File: config.mk
export PLATFORM = sky130hd
export DESIGN_NAME = vga_timing_gen
export DESIGN_NICKNAME = d
export VERILOG_FILES = /design/src/rtl/vga_timing_gen.sv
export SDC_FILE = /design/constraint.sdc
export NUM_CORES = 1
export LEC_CHECK = 0
export ABC_AREA = 1
export CAP_MARGIN = 5
export CORE_ASPECT_RATIO = 0.5
export CORE_MARGIN = 1
export CORE_UTILIZATION = 25
export CTS_CLUSTER_DIAMETER = 40
export DETAILED_ROUTE_END_ITERATION = 16
export PLACE_DENSITY_LB_ADDON = 0.1
export SYNTH_ARGS = -nofsm -noshare
export SYNTH_HDL_FRONTEND = slang
export SYNTH_SLANG_ARGS = --single-unit
File: constraint.sdc
create_clock -name i_clk -period 2.2 [get_ports i_clk]
set_input_delay 0.22 -clock i_clk [delete_from_list [all_inputs] [get_ports i_clk]]
set_output_delay 0.22 -clock i_clk [all_outputs]
set_load 0.05 [all_outputs]
File: src/rtl/vga_timing_gen.sv
// Parametrised VGA raster timing generator: registered sync/DE flags aligned with o_x/o_y.
// Optional frame counter output o_frame_cnt is built only when VGA_TIMING_FRAME_CNT_EN is defined.
module vga_timing_gen #(
  parameter int H_ACTIVE = 1024,
  parameter int H_FP     = 24,
  parameter int H_SYNC   = 136,
  parameter int H_BP     = 160,
  parameter int V_ACTIVE = 768,
  parameter int V_FP     = 3,
  parameter int V_SYNC   = 6,
  parameter int V_BP     = 29,
  parameter int HS_POL   = 0,
  parameter int VS_POL   = 0,
  parameter int X_W      = 11,
  parameter int Y_W      = 10
) (
  input  logic           i_clk,
  input  logic           i_rst,
  input  logic           i_pix_stb,
  input  logic           i_en,
  output logic           o_hs,
  output logic           o_vs,
  output logic           o_de,
  output logic [X_W-1:0] o_x,
  output logic [Y_W-1:0] o_y,
  output logic           o_line_end,
  output logic           o_frame_end,
  output logic           o_active_end
`ifdef VGA_TIMING_FRAME_CNT_EN
  ,
  output logic [15:0]    o_frame_cnt
`endif
);

  localparam int H_TOTAL = H_ACTIVE + H_FP + H_SYNC + H_BP;
  localparam int V_TOTAL = V_ACTIVE + V_FP + V_SYNC + V_BP;

  localparam logic [X_W-1:0] H_LAST     = X_W'(H_TOTAL - 1);
  localparam logic [X_W-1:0] H_ACT_LAST = X_W'(H_ACTIVE - 1);
  localparam logic [Y_W-1:0] V_LAST     = Y_W'(V_TOTAL - 1);
  localparam logic [Y_W-1:0] V_ACT_LAST = Y_W'(V_ACTIVE - 1);

  // Interval bounds kept 32 bits wide so a sync that ends exactly at H_TOTAL cannot overflow X_W.
  localparam logic [31:0] H_ACT_END = 32'(H_ACTIVE);
  localparam logic [31:0] HS_START  = 32'(H_ACTIVE + H_FP);
  localparam logic [31:0] HS_END    = 32'(H_ACTIVE + H_FP + H_SYNC);
  localparam logic [31:0] V_ACT_END = 32'(V_ACTIVE);
  localparam logic [31:0] VS_START  = 32'(V_ACTIVE + V_FP);
  localparam logic [31:0] VS_END    = 32'(V_ACTIVE + V_FP + V_SYNC);

  localparam logic HS_ON = 1'(HS_POL);
  localparam logic VS_ON = 1'(VS_POL);

  logic           adv;
  logic           h_last;
  logic           v_last;
  logic [X_W-1:0] h_nxt;
  logic [Y_W-1:0] v_nxt;
  logic [31:0]    h_nxt_w;
  logic [31:0]    v_nxt_w;
  logic           de_nxt;
  logic           hs_nxt;
  logic           vs_nxt;

  assign adv    = i_pix_stb & i_en & ~i_rst;
  assign h_last = (o_x == H_LAST);
  assign v_last = (o_y == V_LAST);

  always_comb begin
    h_nxt = o_x + X_W'(1);
    v_nxt = o_y;
    if (h_last) begin
      h_nxt = '0;
      v_nxt = v_last ? '0 : o_y + Y_W'(1);
    end
  end

  // Flags are decoded from the next coordinates so they land on the same edge as o_x/o_y.
  assign h_nxt_w = 32'(h_nxt);
  assign v_nxt_w = 32'(v_nxt);
  assign de_nxt  = (h_nxt_w < H_ACT_END) && (v_nxt_w < V_ACT_END);
  assign hs_nxt  = (h_nxt_w >= HS_START) && (h_nxt_w < HS_END);
  assign vs_nxt  = (v_nxt_w >= VS_START) && (v_nxt_w < VS_END);

  always_ff @(posedge i_clk) begin
    if (i_rst) begin
      o_x  <= '0;
      o_y  <= '0;
      o_de <= 1'b1;
      o_hs <= ~HS_ON;
      o_vs <= ~VS_ON;
    end else if (adv) begin
      o_x  <= h_nxt;
      o_y  <= v_nxt;
      o_de <= de_nxt;
      o_hs <= hs_nxt ? HS_ON : ~HS_ON;
      o_vs <= vs_nxt ? VS_ON : ~VS_ON;
    end
  end

  assign o_line_end   = adv & h_last;
  assign o_frame_end  = o_line_end & v_last;
  assign o_active_end = adv & (o_x == H_ACT_LAST) & (o_y == V_ACT_LAST);

`ifdef VGA_TIMING_FRAME_CNT_EN
  always_ff @(posedge i_clk) begin
    if (i_rst) begin
      o_frame_cnt <= '0;
    end else if (o_frame_end) begin
      o_frame_cnt <= o_frame_cnt + 16'd1;
    end
  end
`endif

endmodule
Word-level counts from Yosys, hierarchy flattened --
Index checks and enable logic that the tools add are counted.
Cells by class: add/subtract/negate cells 2, magnitude comparators 6, equality and inequality tests 4, mux-type cells 5, bitwise operators 7, reduce and logical (&&, ||, !) cells 3
Operator list (count):
- $lt A11 B11 Y1 const B | 2
- $eq A10 B10 Y1 const B | 2
- $lt A10 B10 Y1 const B | 2
- $mux W10 | 2
- $add A11 B1 Y11 const B | 1
- $eq A11 B10 Y1 const B | 1
- $eq A11 B11 Y1 const B | 1
- $ge A11 B11 Y1 const B | 1
- $mux W11 | 1
- $add A10 B1 Y10 const B | 1
- $ge A10 B10 Y1 const B | 1
- $and A1 B1 Y1 | 6
- $logic_and A1 B1 Y1 | 3
- $mux W1 | 2
- $not A1 Y1 | 1
Word-level totals: register bits 24, bits of input ports 4, output and inout bits 27, word-level logic and storage cells 32

Depth between registers and ports, before layout --
depth after elaboration 6, mapped depth 12, depth with buffers taken out 12

Worst setup path after synthesis --
OpenSTA, ideal clock, no wires.
path kind reg-to-output, start point register o_x[0], end point output port o_frame_end, arrival 2616 ps, required time 1980 ps, slack -636 ps, cell stages (with the launch flop) 6, path buffers 0, cells stage by stage dfxtp_1 > ha_1 > nand3_4 > nor2_4 > nand3_4 > nor3_1
On the way: longest elaborated chain between the ends 3
Ends and longest elaborated chain:
- start, declared | RTL line 24 | output logic [X_W-1:0] o_x,
- start signal, assigned | RTL line 93 | o_x <= h_nxt;
- $eq A11 B11 Y1 | RTL line 66 | assign h_last = (o_x == H_LAST);
- $and A1 B1 Y1 | RTL line 101 | assign o_line_end = adv & h_last;
- $and A1 B1 Y1 | RTL line 102 | assign o_frame_end = o_line_end & v_last;
- end, declared | RTL line 27 | output logic o_frame_end,
Every way passes these cells.

Worst setup path after layout --
start point register o_x[1], end point output port o_frame_end
Same word-level chain as after synthesis.

==> impl_metrics.env <==
export IMPL_dp_hpwl_mm=4.02
export IMPL_switchingPower_mw=0.342
export IMPL_grt_pass1_wl_mm=8.48
export IMPL_ctsHoldBuffers=0
export IMPL_num_vias=1868
export IMPL_cts_buffer_depth=2
export IMPL_cp_slowest_stage_delay_ns=0.42
export IMPL_dr_pass1_iters=4
export IMPL_internal_power_mw=0.879
export IMPL_ys_warn_count=0
export IMPL_netlist_area_um2=1740
export IMPL_grt_start_max_net_pins=20
export IMPL_final_common_cell="nand2_1"
export IMPL_finalCritPeriodShare=0.950
export IMPL_setup_slack_ns=0.109
export IMPL_clk_latency_ns=0.26
export IMPL_crit_arrival_ns=1.87
export IMPL_final_util=0.350
export IMPL_htreeDepth=1
export IMPL_fin_worst_skew_ns=0.00215
export IMPL_pwr_share_clk=0.446
export IMPL_drv_cap=0
export IMPL_rows=21
export IMPL_cp_top_family="simple AND/OR/NAND/NOR gates"
export IMPL_worst_slew_pin_slew_ns=0.507
export IMPL_finalHoldViolCount=0
export IMPL_viasPerCell=4.61
export IMPL_area_delta_synth_final_pct=34.9
export IMPL_cts_tree="built"
export IMPL_power_density_nw_per_um2=521
export IMPL_slowest_stage="dfxtp_1"
export IMPL_die_h_um=60.9
export IMPL_postSynthCellCount=281
export IMPL_antennaDiodeCount=0
export IMPL_synth_yosys_seq_area_share=0.277
export IMPL_cts_sinks=24
export IMPL_grt_setup_unrepaired="false"
export IMPL_grt_ovfl_total=0
export IMPL_final_setup_tns_ns=0
export IMPL_path_common_cell="nand3_4"
export IMPL_drc=0
export IMPL_finalSetupViolations=0
export IMPL_seq_power_share=0.394
export IMPL_period_needed_ns=2.09
export IMPL_cp_buffers_inverters=1
export IMPL_ant_nets=0
export IMPL_fmax_mhz=478
export IMPL_status="finished clean"
export IMPL_final_cell_mix="nand2_1 (75), inv_1 (32), nor2_1 (29), clkdlybuf4s50_1 (27), nand3_1 (25)"
export IMPL_place_congestion=0.831
export IMPL_wl_per_cell_um=12.8
export IMPL_core_area_um2=6700
export IMPL_final_area_um2=2340
export IMPL_worstPathRequired_ns=1.98
export IMPL_cp_start_kind="register"
export IMPL_synthesis_nets=289
export IMPL_grt_pass1_vias=1696
export IMPL_yosysUniqueCellTypes=28
export IMPL_slew_headroom=0.661
export IMPL_peakVddDrop_mv=0.320
export IMPL_clk_pin_slew_worst_paths_ns=0.07
export IMPL_ys_ff_latch=24
export IMPL_cts_buffers_inserted=3
export IMPL_wl_mm=5.18
export IMPL_leakagePower_nw=0.977
export IMPL_die_area_um2=7300
export IMPL_syn_area_per_cell_um2=6.18
export IMPL_initial_core_util=0.259
export IMPL_port_buffers=30
export IMPL_die_w_um=120
export IMPL_crit_type="reg2out"
export IMPL_drtIter0Drc=101
export IMPL_critPathMaxFanout=9
export IMPL_min_path_type="reg2reg"
export IMPL_boundaryPins=31
export IMPL_grt_util_all_layers=0.151
export IMPL_worstPathCellList="ha_2, nand3_4, nor2_4, nand3_4, nor3_4, buf_12"
export IMPL_combPwrFrac=0.160
export IMPL_nets=322
export IMPL_placed_area_um2=2230
export IMPL_place_ws_ns=0.266
export IMPL_cts_root_buf="clkbuf_16"
export IMPL_holdWs_ns=0.518
export IMPL_swShare=0.280
export IMPL_drive_gt1_frac=0.144
export IMPL_slew_violations=0
export IMPL_antenna_found_initial=0
export IMPL_endpoint_kind="output port"
what timing repair did:
action	CTS	global route
setup endpoints to repair	0	2
buffers inserted	0	0
gates resized for setup	0	1
kinds of logic after synthesis:
logic type	share of synthesized area
XOR/XNOR	0.0151
AO/OA/AOI/OAI	0.117
AND/OR/NAND/NOR	0.461
adder cells (fa/ha/maj)	0.0288
flip-flops	0.277
buffers and inverters	0.101
worst reg2reg max path, delay by kind of cell (launching register included):
family	cells	cell delay, ns
AND/OR/NAND/NOR	9	0.96
flip-flops	1	0.42
adder cells (fa/ha/maj)	1	0.28
AO/OA/AOI/OAI	1	0.14
sequential cells by signal, summed over array words and instances (netlist names):
| signal | count |
|---|---|
| o_de | 1 |
| o_hs | 1 |
| o_vs | 1 |
| o_x | 11 |
| o_y | 10 |
power by group through the flow:
| stage | Clock, mW | Sequential [mW] | Combinational (mW) |
|---|---|---|---|
| 2_1_floorplan | 0 | 0.536 | 0.0805 |
| 3_3_place_gp | 0 | 0.492 | 0.198 |
| 3_5_place_dp | 0 | 0.491 | 0.196 |
| 4_1_cts | 0.555 | 0.481 | 0.197 |
| 5_1_grt | 0.572 | 0.485 | 0.213 |
| 6_report | 0.545 | 0.481 | 0.195 |
synthesized netlist by cell type:
library cell	number	area [um^2]
nand3_4	2	35.0
nor2_1	30	113
nor3_4	1	16.3
a21oi_1	11	55.1
nand4_1	10	62.6
xor2_1	3	26.3
nand3_2	3	30.0
o21ai_0	21	105
a21oi_2	1	8.76
nand2_1	75	282
nand2_2	8	50.1
inv_1	32	120
o211a_1	1	10.0
nand3_1	25	125
dfxtp_1	24	480
buf_2	5	25.0
o211ai_1	1	7.51
nor3_1	5	25.0
clkbuf_1	3	11.3
ha_1	4	50.1
buf_4	1	7.51
o21bai_1	1	7.51
nor2_4	1	11.3
inv_2	3	11.3
nand3b_1	1	7.51
o21ai_1	2	10.0
nor2_2	5	31.3
or2_2	2	12.5
through the flow:
| stage | std cells | power, mW |
|---|---|---|
| 2_1_floorplan | 281 | 0.616 |
| 3_3_place_gp | 401 | 0.689 |
| 3_5_place_dp | 401 | 0.686 |
| 4_1_cts | 405 | 1.23 |
| 5_1_grt | 405 | 1.27 |
| 6_report | 405 | 1.22 |
worst paths after layout:
check	from	to	slack [ns]	depth (start not counted)
setup reg to reg	o_x[1]	o_vs	0.34	11
setup / recovery	o_x[1]	o_frame_end	0.11	6
hold reg to reg	o_vs	o_vs	0.52	2
hold / removal	o_vs	o_vs	0.52	2
routing by layer:
metal / vias up / track usage / routed length (um)
li1: 972 / - / -
met3: 4 / 0.0282 / 243
met4: 0 / 0.0214 / 43
met2: 31 / 0.238 / 2120
met5: - / 0 / 0
met1: 861 / 0.219 / 2770
layout make-up:
cell class | count | area (um^2)
Fill cell | 728 | 4360
Multi-Input combinational cell | 213 | 1110
Sequential cell | 24 | 482
Timing Repair Buffer | 37 | 395
Inverter | 35 | 131
Tap cell | 92 | 115
Clock buffer | 3 | 75.1
Clock inverter | 1 | 30.0
Power figures use the tool's default switching activity.
